### config.mk
export PLATFORM = sky130hd
export DESIGN_NAME = relu_maxpool_stream
export DESIGN_NICKNAME = d
export VERILOG_FILES = /design/src/rtl/relu_maxpool_stream_pkg.sv /design/src/rtl/relu_maxpool_stream_lane.sv /design/src/rtl/relu_maxpool_stream.sv
export SDC_FILE = /design/constraint.sdc
export NUM_CORES = 1
export LEC_CHECK = 0
export CORE_UTILIZATION = 51
export CTS_CLUSTER_SIZE = 20
export DETAILED_ROUTE_END_ITERATION = 16
export PLACE_DENSITY = 0.86
export SYNTH_ARGS = -nofsm -noshare
export SYNTH_HDL_FRONTEND = slang
export SYNTH_SLANG_ARGS = --single-unit
### constraint.sdc
create_clock -name i_clk -period 2.85 [get_ports i_clk]
set_input_delay 0.285 -clock i_clk [delete_from_list [all_inputs] [get_ports i_clk]]
set_output_delay 0.285 -clock i_clk [all_outputs]
set_load 0.03 [all_outputs]
### src/rtl/relu_maxpool_stream_pkg.sv
// Shared helpers for the streaming ReLU + max-pool stage: default width,
// a width helper for counters/indices, and the signed compare used for max.
package relu_maxpool_stream_pkg;

  localparam int DW_DEF = 16;

  // Bits needed to index n items; never less than 1 so ports stay legal.
  function automatic int clog2w(input int n);
    int w;
    w = 0;
    while ((1 << w) < n) w++;
    return (w < 1) ? 1 : w;
  endfunction

  // Max select: 1 when a should win over b (signed, ties keep a).
  function automatic logic smax_sel(input logic signed [63:0] a, input logic signed [63:0] b);
    return a >= b;
  endfunction

endpackage

### src/rtl/relu_maxpool_stream_lane.sv
// One channel of the pooler: ReLU, the row of partial maxima and the
// compare that either starts a window or folds a pixel into it.
module pool_max_lane
  import relu_maxpool_stream_pkg::*;
#(
  parameter int DW      = DW_DEF,
  parameter int NP      = 2,
  parameter int PW      = 1,
  parameter bit RELU_EN = 1'b1
) (
  input  logic          i_clk,
  input  logic          i_rst_n,
  input  logic          i_clear,
  input  logic          i_wr,
  input  logic          i_start,
  input  logic          i_emit,
  input  logic [PW-1:0] i_p,
  input  logic [DW-1:0] i_x,
  output logic [DW-1:0] o_data
);

  logic [NP-1:0][DW-1:0] part;
  logic signed [DW-1:0]  xr, cur, m;

  assign xr  = (RELU_EN && i_x[DW-1]) ? '0 : i_x;
  assign cur = part[i_p];
  // First pixel of a window overwrites, so no per-window clear is needed.
  assign m   = (i_start || smax_sel(64'(xr), 64'(cur))) ? xr : cur;

  always_ff @(posedge i_clk or negedge i_rst_n) begin
    if (!i_rst_n) begin
      part   <= '0;
      o_data <= '0;
    end else if (i_clear) begin
      part   <= '0;
    end else begin
      if (i_wr)   part[i_p] <= m;
      if (i_emit) o_data    <= m;
    end
  end

endmodule

### src/rtl/relu_maxpool_stream.sv
// Streaming ReLU + POOLxPOOL max-pool over a raster pixel stream; one row of
// partials per channel, pooled result one cycle after the window completes.
module relu_maxpool_stream
  import relu_maxpool_stream_pkg::*;
#(
  parameter int DW       = DW_DEF,
  parameter int OUT_SIZE = 4,
  parameter int POOL     = 2,
  parameter int CHANNELS = 1,
  parameter bit RELU_EN  = 1'b1
) (
  input  logic                     i_clk,
  input  logic                     i_rst_n,
  input  logic                     i_clear,
  input  logic                     i_valid,
  input  logic [CHANNELS*DW-1:0]   i_data,
  output logic                     o_valid,
  output logic [CHANNELS*DW-1:0]   o_data,
  output logic [clog2w((OUT_SIZE/POOL)*(OUT_SIZE/POOL))-1:0] o_idx,
  output logic                     o_frame_done
);

  localparam int NP = OUT_SIZE / POOL;
  localparam int CW = clog2w(OUT_SIZE);
  localparam int PW = clog2w(NP);
  localparam int IW = clog2w(NP * NP);

  logic [CW-1:0] col, row;
  logic [PW-1:0] p;
  logic [IW-1:0] idx;
  logic          last_col, last_row, active, start, wr, emit, fd;

  always_comb begin
    p        = PW'(int'(col) / POOL);
    idx      = IW'((int'(row) / POOL) * NP + int'(col) / POOL);
    // Trailing rows/cols beyond the last full window are counted but ignored.
    active   = (int'(col) / POOL < NP) && (int'(row) / POOL < NP);
    start    = (int'(row) % POOL == 0) && (int'(col) % POOL == 0);
    last_col = (int'(col) == OUT_SIZE - 1);
    last_row = (int'(row) == OUT_SIZE - 1);
    wr       = i_valid && !i_clear && active;
    emit     = wr && (int'(row) % POOL == POOL - 1) && (int'(col) % POOL == POOL - 1);
    fd       = i_valid && !i_clear && last_col && last_row;
  end

  always_ff @(posedge i_clk or negedge i_rst_n) begin
    if (!i_rst_n) begin
      col          <= '0;
      row          <= '0;
      o_valid      <= 1'b0;
      o_frame_done <= 1'b0;
      o_idx        <= '0;
    end else begin
      o_valid      <= emit;
      o_frame_done <= fd;
      if (emit) o_idx <= idx;
      if (i_clear) begin
        col <= '0;
        row <= '0;
      end else if (i_valid) begin
        if (last_col) begin
          col <= '0;
          row <= last_row ? '0 : row + 1'b1;
        end else begin
          col <= col + 1'b1;
        end
      end
    end
  end

  for (genvar c = 0; c < CHANNELS; c++) begin : g_lane
    pool_max_lane #(
      .DW(DW), .NP(NP), .PW(PW), .RELU_EN(RELU_EN)
    ) u_lane (
      .i_clk   (i_clk),
      .i_rst_n (i_rst_n),
      .i_clear (i_clear),
      .i_wr    (wr),
      .i_start (start),
      .i_emit  (emit),
      .i_p     (p),
      .i_x     (i_data[c*DW +: DW]),
      .o_data  (o_data[c*DW +: DW])
    );
  end

endmodule

Yosys cells after proc, flatten, opt, wreduce, memory -nomap -nowiden
Cells that the tools add are included.
{"block": "word_totals", "rom_bits": 0, "register_bits": 56, "latch_bits": 0, "word_cells": 53, "mem_count": 0, "in_bits": 20, "mem_bits_rw": 0}
{"block": "classes", "bitwise": 1, "magnitude_cmp": 5, "reduce_logical": 18, "div": 0, "shift": 0, "mul": 0, "addsub": 3, "mux": 16, "eq_ne": 2}
{"op": "$logic_not 32->1", "count": 2}
{"op": "$mux 16", "count": 4}
{"op": "$mux 32", "count": 2}
{"op": "$bwmux 32", "count": 1}
{"op": "$demux 16 s1", "count": 1}
{"op": "$ge 16x16->1", "count": 1}
{"op": "$mux 15", "count": 1}
{"op": "$mux 2", "count": 7}
{"op": "$logic_and 1x1->1", "count": 9}
{"op": "$lt 1x2->1 const B", "count": 3}
{"op": "$reduce_bool 2->1", "count": 3}
{"op": "$add 2x1->2 const B", "count": 2}
{"op": "$eq 2x1->1 const B", "count": 2}
{"op": "$reduce_and 2->1", "count": 2}
{"op": "$add 2x1->2", "count": 1}
{"op": "$ge 1x1->1 const B", "count": 1}
{"op": "$logic_not 1->1", "count": 1}
{"op": "$logic_or 1x1->1", "count": 1}
{"op": "$not 1->1", "count": 1}

Depth between registers and ports, before layout
{"block": "depth", "depth_word": 8, "depth_mapped": 11, "depth_no_buf": 7}

By module
Synthesis repeated with hierarchy kept, for this count alone.
{"block": "hier_totals", "hier_cells": 297, "area_unflattened_um2": 3259.4}
{"module": "pool_max_lane", "cells_per_inst": 268, "area_each_um2": 2869.0, "seq_area_each_um2": 1201.2, "n_inst": 1}
{"module": "relu_maxpool_stream", "cells_per_inst": 29, "area_each_um2": 390.4, "seq_area_each_um2": 200.2, "n_inst": 1}

Worst setup path after synthesis
OpenSTA, ideal clock, no wires.
{"block": "synth_timing", "path_type": "flip-flop to flip-flop", "from": "register col[1]", "to": "register g_lane[0].u_lane.part[21] (netlist name)", "t_required_ns": 2.771, "setup_slack_ns": -0.077, "arrival_time_ns": 2.847, "path_stages_with_launch": 11, "cell_sequence": "dfrtp_1 buf_6 buf_2 mux2i_1 ha_1 nand3_1 or4_4 o32a_4 a31oi_4 buf_6 mux2i_1"}
{"block": "synth_via", "elab_chain_cells": 8, "word_cells_on_any_way": 17}
{"element": "from (decl)", "line": "relu_maxpool_stream.sv:28", "rtl": "logic [CW-1:0] col, row;"}
{"element": "from (signal assigned)", "line": "relu_maxpool_stream.sv:65", "rtl": "col <= col + 1'b1;"}
{"element": "$mux 16 (not written as such) (2 in series)", "line": "relu_maxpool_stream_lane.sv:26", "rtl": "assign cur = part[i_p];"}
{"element": "$ge 16x16->1", "line": "relu_maxpool_stream_pkg.sv:17", "rtl": "return a >= b;"}
{"element": "$logic_or 1x1->1", "line": "relu_maxpool_stream_lane.sv:28", "rtl": "assign m = (i_start || smax_sel(64'(xr), 64'(cur))) ? xr : cur;"}
{"element": "$mux 16", "line": "relu_maxpool_stream_lane.sv:28"}
{"element": "$bwmux 32", "line": "relu_maxpool_stream_lane.sv:37", "rtl": "if (i_wr) part[i_p] <= m;"}
{"element": "$mux 32", "line": "relu_maxpool_stream_lane.sv:37"}
{"element": "$mux 32", "line": "relu_maxpool_stream_lane.sv:34", "rtl": "end else if (i_clear) begin"}
{"element": "to (signal, indexed assignment)", "line": "relu_maxpool_stream_lane.sv:37"}
{"element": "to (decl)", "line": "relu_maxpool_stream_lane.sv:22", "rtl": "logic [NP-1:0][DW-1:0] part;"}
Parallel ways exist; a longest one is shown, timed or not. The select of a mux whose other input is x is not followed.
A chain may end at the register's enable or synchronous reset.

Worst setup path in the final report
{"block": "layout_timing", "from": "register col[1]", "to": "register g_lane[0].u_lane.o_data[7]"}
{"block": "layout_via", "elab_chain_cells": 6, "word_cells_on_any_way": 11}
{"element": "branches (longest 6 deep; another with $ge 16x16->1)"}
{"element": "to (signal assigned)", "line": "relu_maxpool_stream_lane.sv:38", "rtl": "if (i_emit) o_data <= m;"}
{"element": "to (decl)", "line": "relu_maxpool_stream_lane.sv:19", "rtl": "output logic [DW-1:0] o_data"}
Several ways; the timed one is not identified. The select of a mux whose other input is x is not followed.

==> metrics.md <==
| Metric | Value |
|---|---|
| Worst r2r src | `col[1]` |
| Die area | `0.00697 sq mm` |
| CTS clk-pin slew, worst paths | `0.10 ns` |
| Crit Path Max Fanout | `6` |
| Num CTS Buffers | `5` |
| Ant. Diodes | `0` |
| Vias | `2892` |
| Worst setup margin | `-0.135 ns` |
| Vias per std cell | `5.94` |
| Clock tree sinks | `56` |
| Gr ovfl total | `0` |
| Most used cell, CP | `buf_6` |
| F_max | `0.335 GHz` |
| CTS tree | `yes` |
| Synth Net Count | `358` |
| Layout cells sized above 1 | `27.1%` |
| CP Data Required Time | `3.07 ns` |
| Status | `finished with violations` |
| Logic pwr share | `30.1%` |
| First-pass GRT wire length | `14.4 mm` |
| P&R area growth vs syn | `36.5%` |
| Yosys top cell by area | `dfrtp_1` |
| Period utilization | `105%` |
| Final Core Density | `72.4%` |
| CORE AREA | `0.00639 sq mm` |
| DRC errors left | `0` |
| Max-cap violations | `0` |
| Setup TNS Final | `-3.38 ns` |
| Crit end category | `flop` |
| Final Setup Violations | `45` |
| Initial antenna violation count | `0` |
| Initial Util | `53.0%` |
| Longest Clk Path Bufs | `2` |
| Mapped cell area | `0.00339 sq mm` |
| Startpoint types | `flop` |
| Pin count of the biggest net entering global routing | `52` |
| Slowest-stage cell, CP | `or4_4` |
| Chip height | `83.5 um` |
| Largest stage delay on the critical path | `0.56 ns` |
| PD cells | `396 mW/mm^2` |
| Path depth of the worst reg2reg path | `10` |
| Clk Latency, worst-skew pair | `0.32 ns` |
| IO buf count | `39` |
| Final Hold Fails | `0` |
| IO Pins | `40` |
| Largest cells by area after synthesis | `dfrtp_1 41%, mux2i_1 14%, nand2b_1 8.5%` |
| Initial DRC Count | `320` |
| Reg2reg end | `g_lane[0].u_lane.o_data[7]` |
| Leak | `0.00196 uW` |
| Violations in the final reports | `negative setup slack` |
| Flops & latches, synth | `56` |
| Worst setup path class | `flop to flop` |
| Worst-Margin Slew | `0.729 ns` |
| Pint | `1260 uW` |
| Drt pass-1 iters | `4` |
| Max Slew Vio Count | `0` |
| Synth cell types | `43` |
| Worst slew margin | `51.4%` |
| Routability cong. | `0.906` |
| Hold Crit Class | `input pin to async pin` |
| Overall die width | `83.5 um` |
| Final ANT Viol Nets | `0` |
| All-layer global routing usage | `26.2%` |
| Htree depth | `2` |
| Yosys warning count | `0` |
| Final Skew | `0.0113 ns` |
| CTS Root Cell | `clkbuf_8` |
| Synth async-reset ratio | `100%` |
| Top cell type's share of synthesized area | `41.4%` |
| DRT Wirelength | `9.70 mm` |
| R2R setup slack | `-0.13 ns` |
| Fin nets | `445` |
| Switching portion of total power | `31.1%` |
| RSZ-0062 raised after global routing | `true` |
| Gate Count Post-Synth | `322` |
| Worst vdd ir | `0.291 mV` |
| Seq pwr share | `46.1%` |
| Routed WL per cell | `19.9 um` |
| Core Rows | `29` |
| Final worst path period need | `2.98 ns` |
| Number of synthesized flops with an enable pin | `0` |
| Arrival @ worst endpoint | `3.21 ns` |
| DP HPWL | `6.19 mm` |
| Main flop type after synthesis | `dfrtp_1` |
| Vias in the first global route | `2933` |
| Sequential element share of the synthesized area | `41.4%` |
| Critical path, cell by cell | `buf_6 > mux2i_1 > ha_1 > nand4_1 > or4_4 > a221oi_4 > buf_6 > buf_6 > o31ai_4 > a31oi_1` |
| Clk network pwr share | `23.8%` |
| Syn Area/Cell | `10.5 sq um` |
| Switching pwr | `571 uW` |
stage by stage:
stage	power, uW	setup slack [ns]	std cells	hold WS, ns	cell area [sq um]
floorplan	1110	0.000687	322	-0.0106	3390
global placement	1290	-0.165	467	0.380	4160
detailed placement	1300	-0.270	467	0.391	4160
CTS	1770	-0.00714	482	0.0377	4410
global route	1900	-0.237	487	0.0692	4620
finish	1830	-0.135	487	0.0216	4620
placed cells by master, fill, tap and decap left out, types with 6 or more instances in the layout:
cell type	synthesis	routed
mux2i_4	0	6
nor2_1	16	16
clkdlybuf4s50_1	0	38
ha_1	16	12
mux2i_2	0	6
nand2b_1	46	46
o31ai_1	14	8
nand2_1	19	19
buf_4	6	52
a31oi_1	13	13
buf_6	3	9
dfrtp_1	56	55
mux2i_1	46	34
or4_1	10	10
nor2b_1	17	15
how the worst max path moves through the flow:
stage | from | endpoint | slack (ns) | cells after the start
after floorplan | col[1] | g_lane[0].u_lane.part[21] | 0.0007 | 10
after global placement | i_data[15] | g_lane[0].u_lane.part[6] | -0.17 | 10
after detailed placement | i_data[15] | g_lane[0].u_lane.o_data[7] | -0.27 | 10
after CTS | col[1] | g_lane[0].u_lane.part[27] | -0.007 | 9
after global routing | col[1] | g_lane[0].u_lane.o_data[5] | -0.24 | 10
final | col[1] | g_lane[0].u_lane.o_data[7] | -0.13 | 10
cells by family (layout without fill, tap and decap cells):
family / count (synthesis) / after routing / synth area share [%]
xor gates and xnor gates: 2 / 2 / 0.517
muxes: 48 / 48 / 14.4
AOI/OAI and AO/OA: 49 / 49 / 12.2
DFF: 56 / 56 / 41.4
and+or+nand+nor: 126 / 126 / 21.4
buffers and inverters: 25 / 113 / 4.14
adders and majority gates: 16 / 16 / 5.91
power by group through the flow:
stage	Combinational, uW	Sequential (uW)	Clock (uW)
floorplan	242	871	0
global placement	436	853	0
detailed placement	449	854	0
CTS	482	841	447
global route	582	848	473
finish	551	845	436
layer usage:
metal / share of wire, % / GRT usage (%)
met1: 43 / 35.4
met2: 49 / 42.7
met3: 5.7 / 4.35
met4: 3.0 / 9.71
met5: 0 / 0
repair_timing:
item | 4_1_cts | 5_1_grt
pin swaps | 5 | 23
setup endpoints to repair | 43 | 45
hold buffers | 0 | 0
resized for setup | 21 | 29
gates cloned | 1 | 0
setup buffers | 6 | 5
state kept, by name (all words and copies together) (netlist names):
name / count
o_valid: 1
col: 2
o_idx: 2
g_lane.u_lane.o_data: 16
row: 2
g_lane.u_lane.part: 32
o_frame_done: 1
critical path: cells and delay by family, from the launching register on:
family                   cells  cell delay (ns)
flip-flops                   1             0.47
multiplexers                 1             0.36
buffers and inverters        3             0.46
adder cells (fa/ha/maj)      1             0.20
AO/OA/AOI/OAI                3             0.69
AND/OR/NAND/NOR              2             0.69
cell usage after synthesis, types with 6 or more instances:
library cell  number
dfrtp_1           56
mux2i_1           46
nand2b_1          46
nand2_1           19
nor2b_1           17
ha_1              16
nor2_1            16
o31ai_1           14
a31oi_1           13
clkbuf_1          13
or4_1             10
buf_4              6
cell type report:
cell class / count / area (sq um)
multi-input combinational: 241 / 2090
fill: 408 / 1760
sequential: 56 / 1400
timing repair buffer: 103 / 932
tap: 77 / 96.3
clock buffer: 6 / 72.6
clock inverter: 2 / 16.3
inverter: 2 / 7.51
Power figures use the tool's default switching activity.
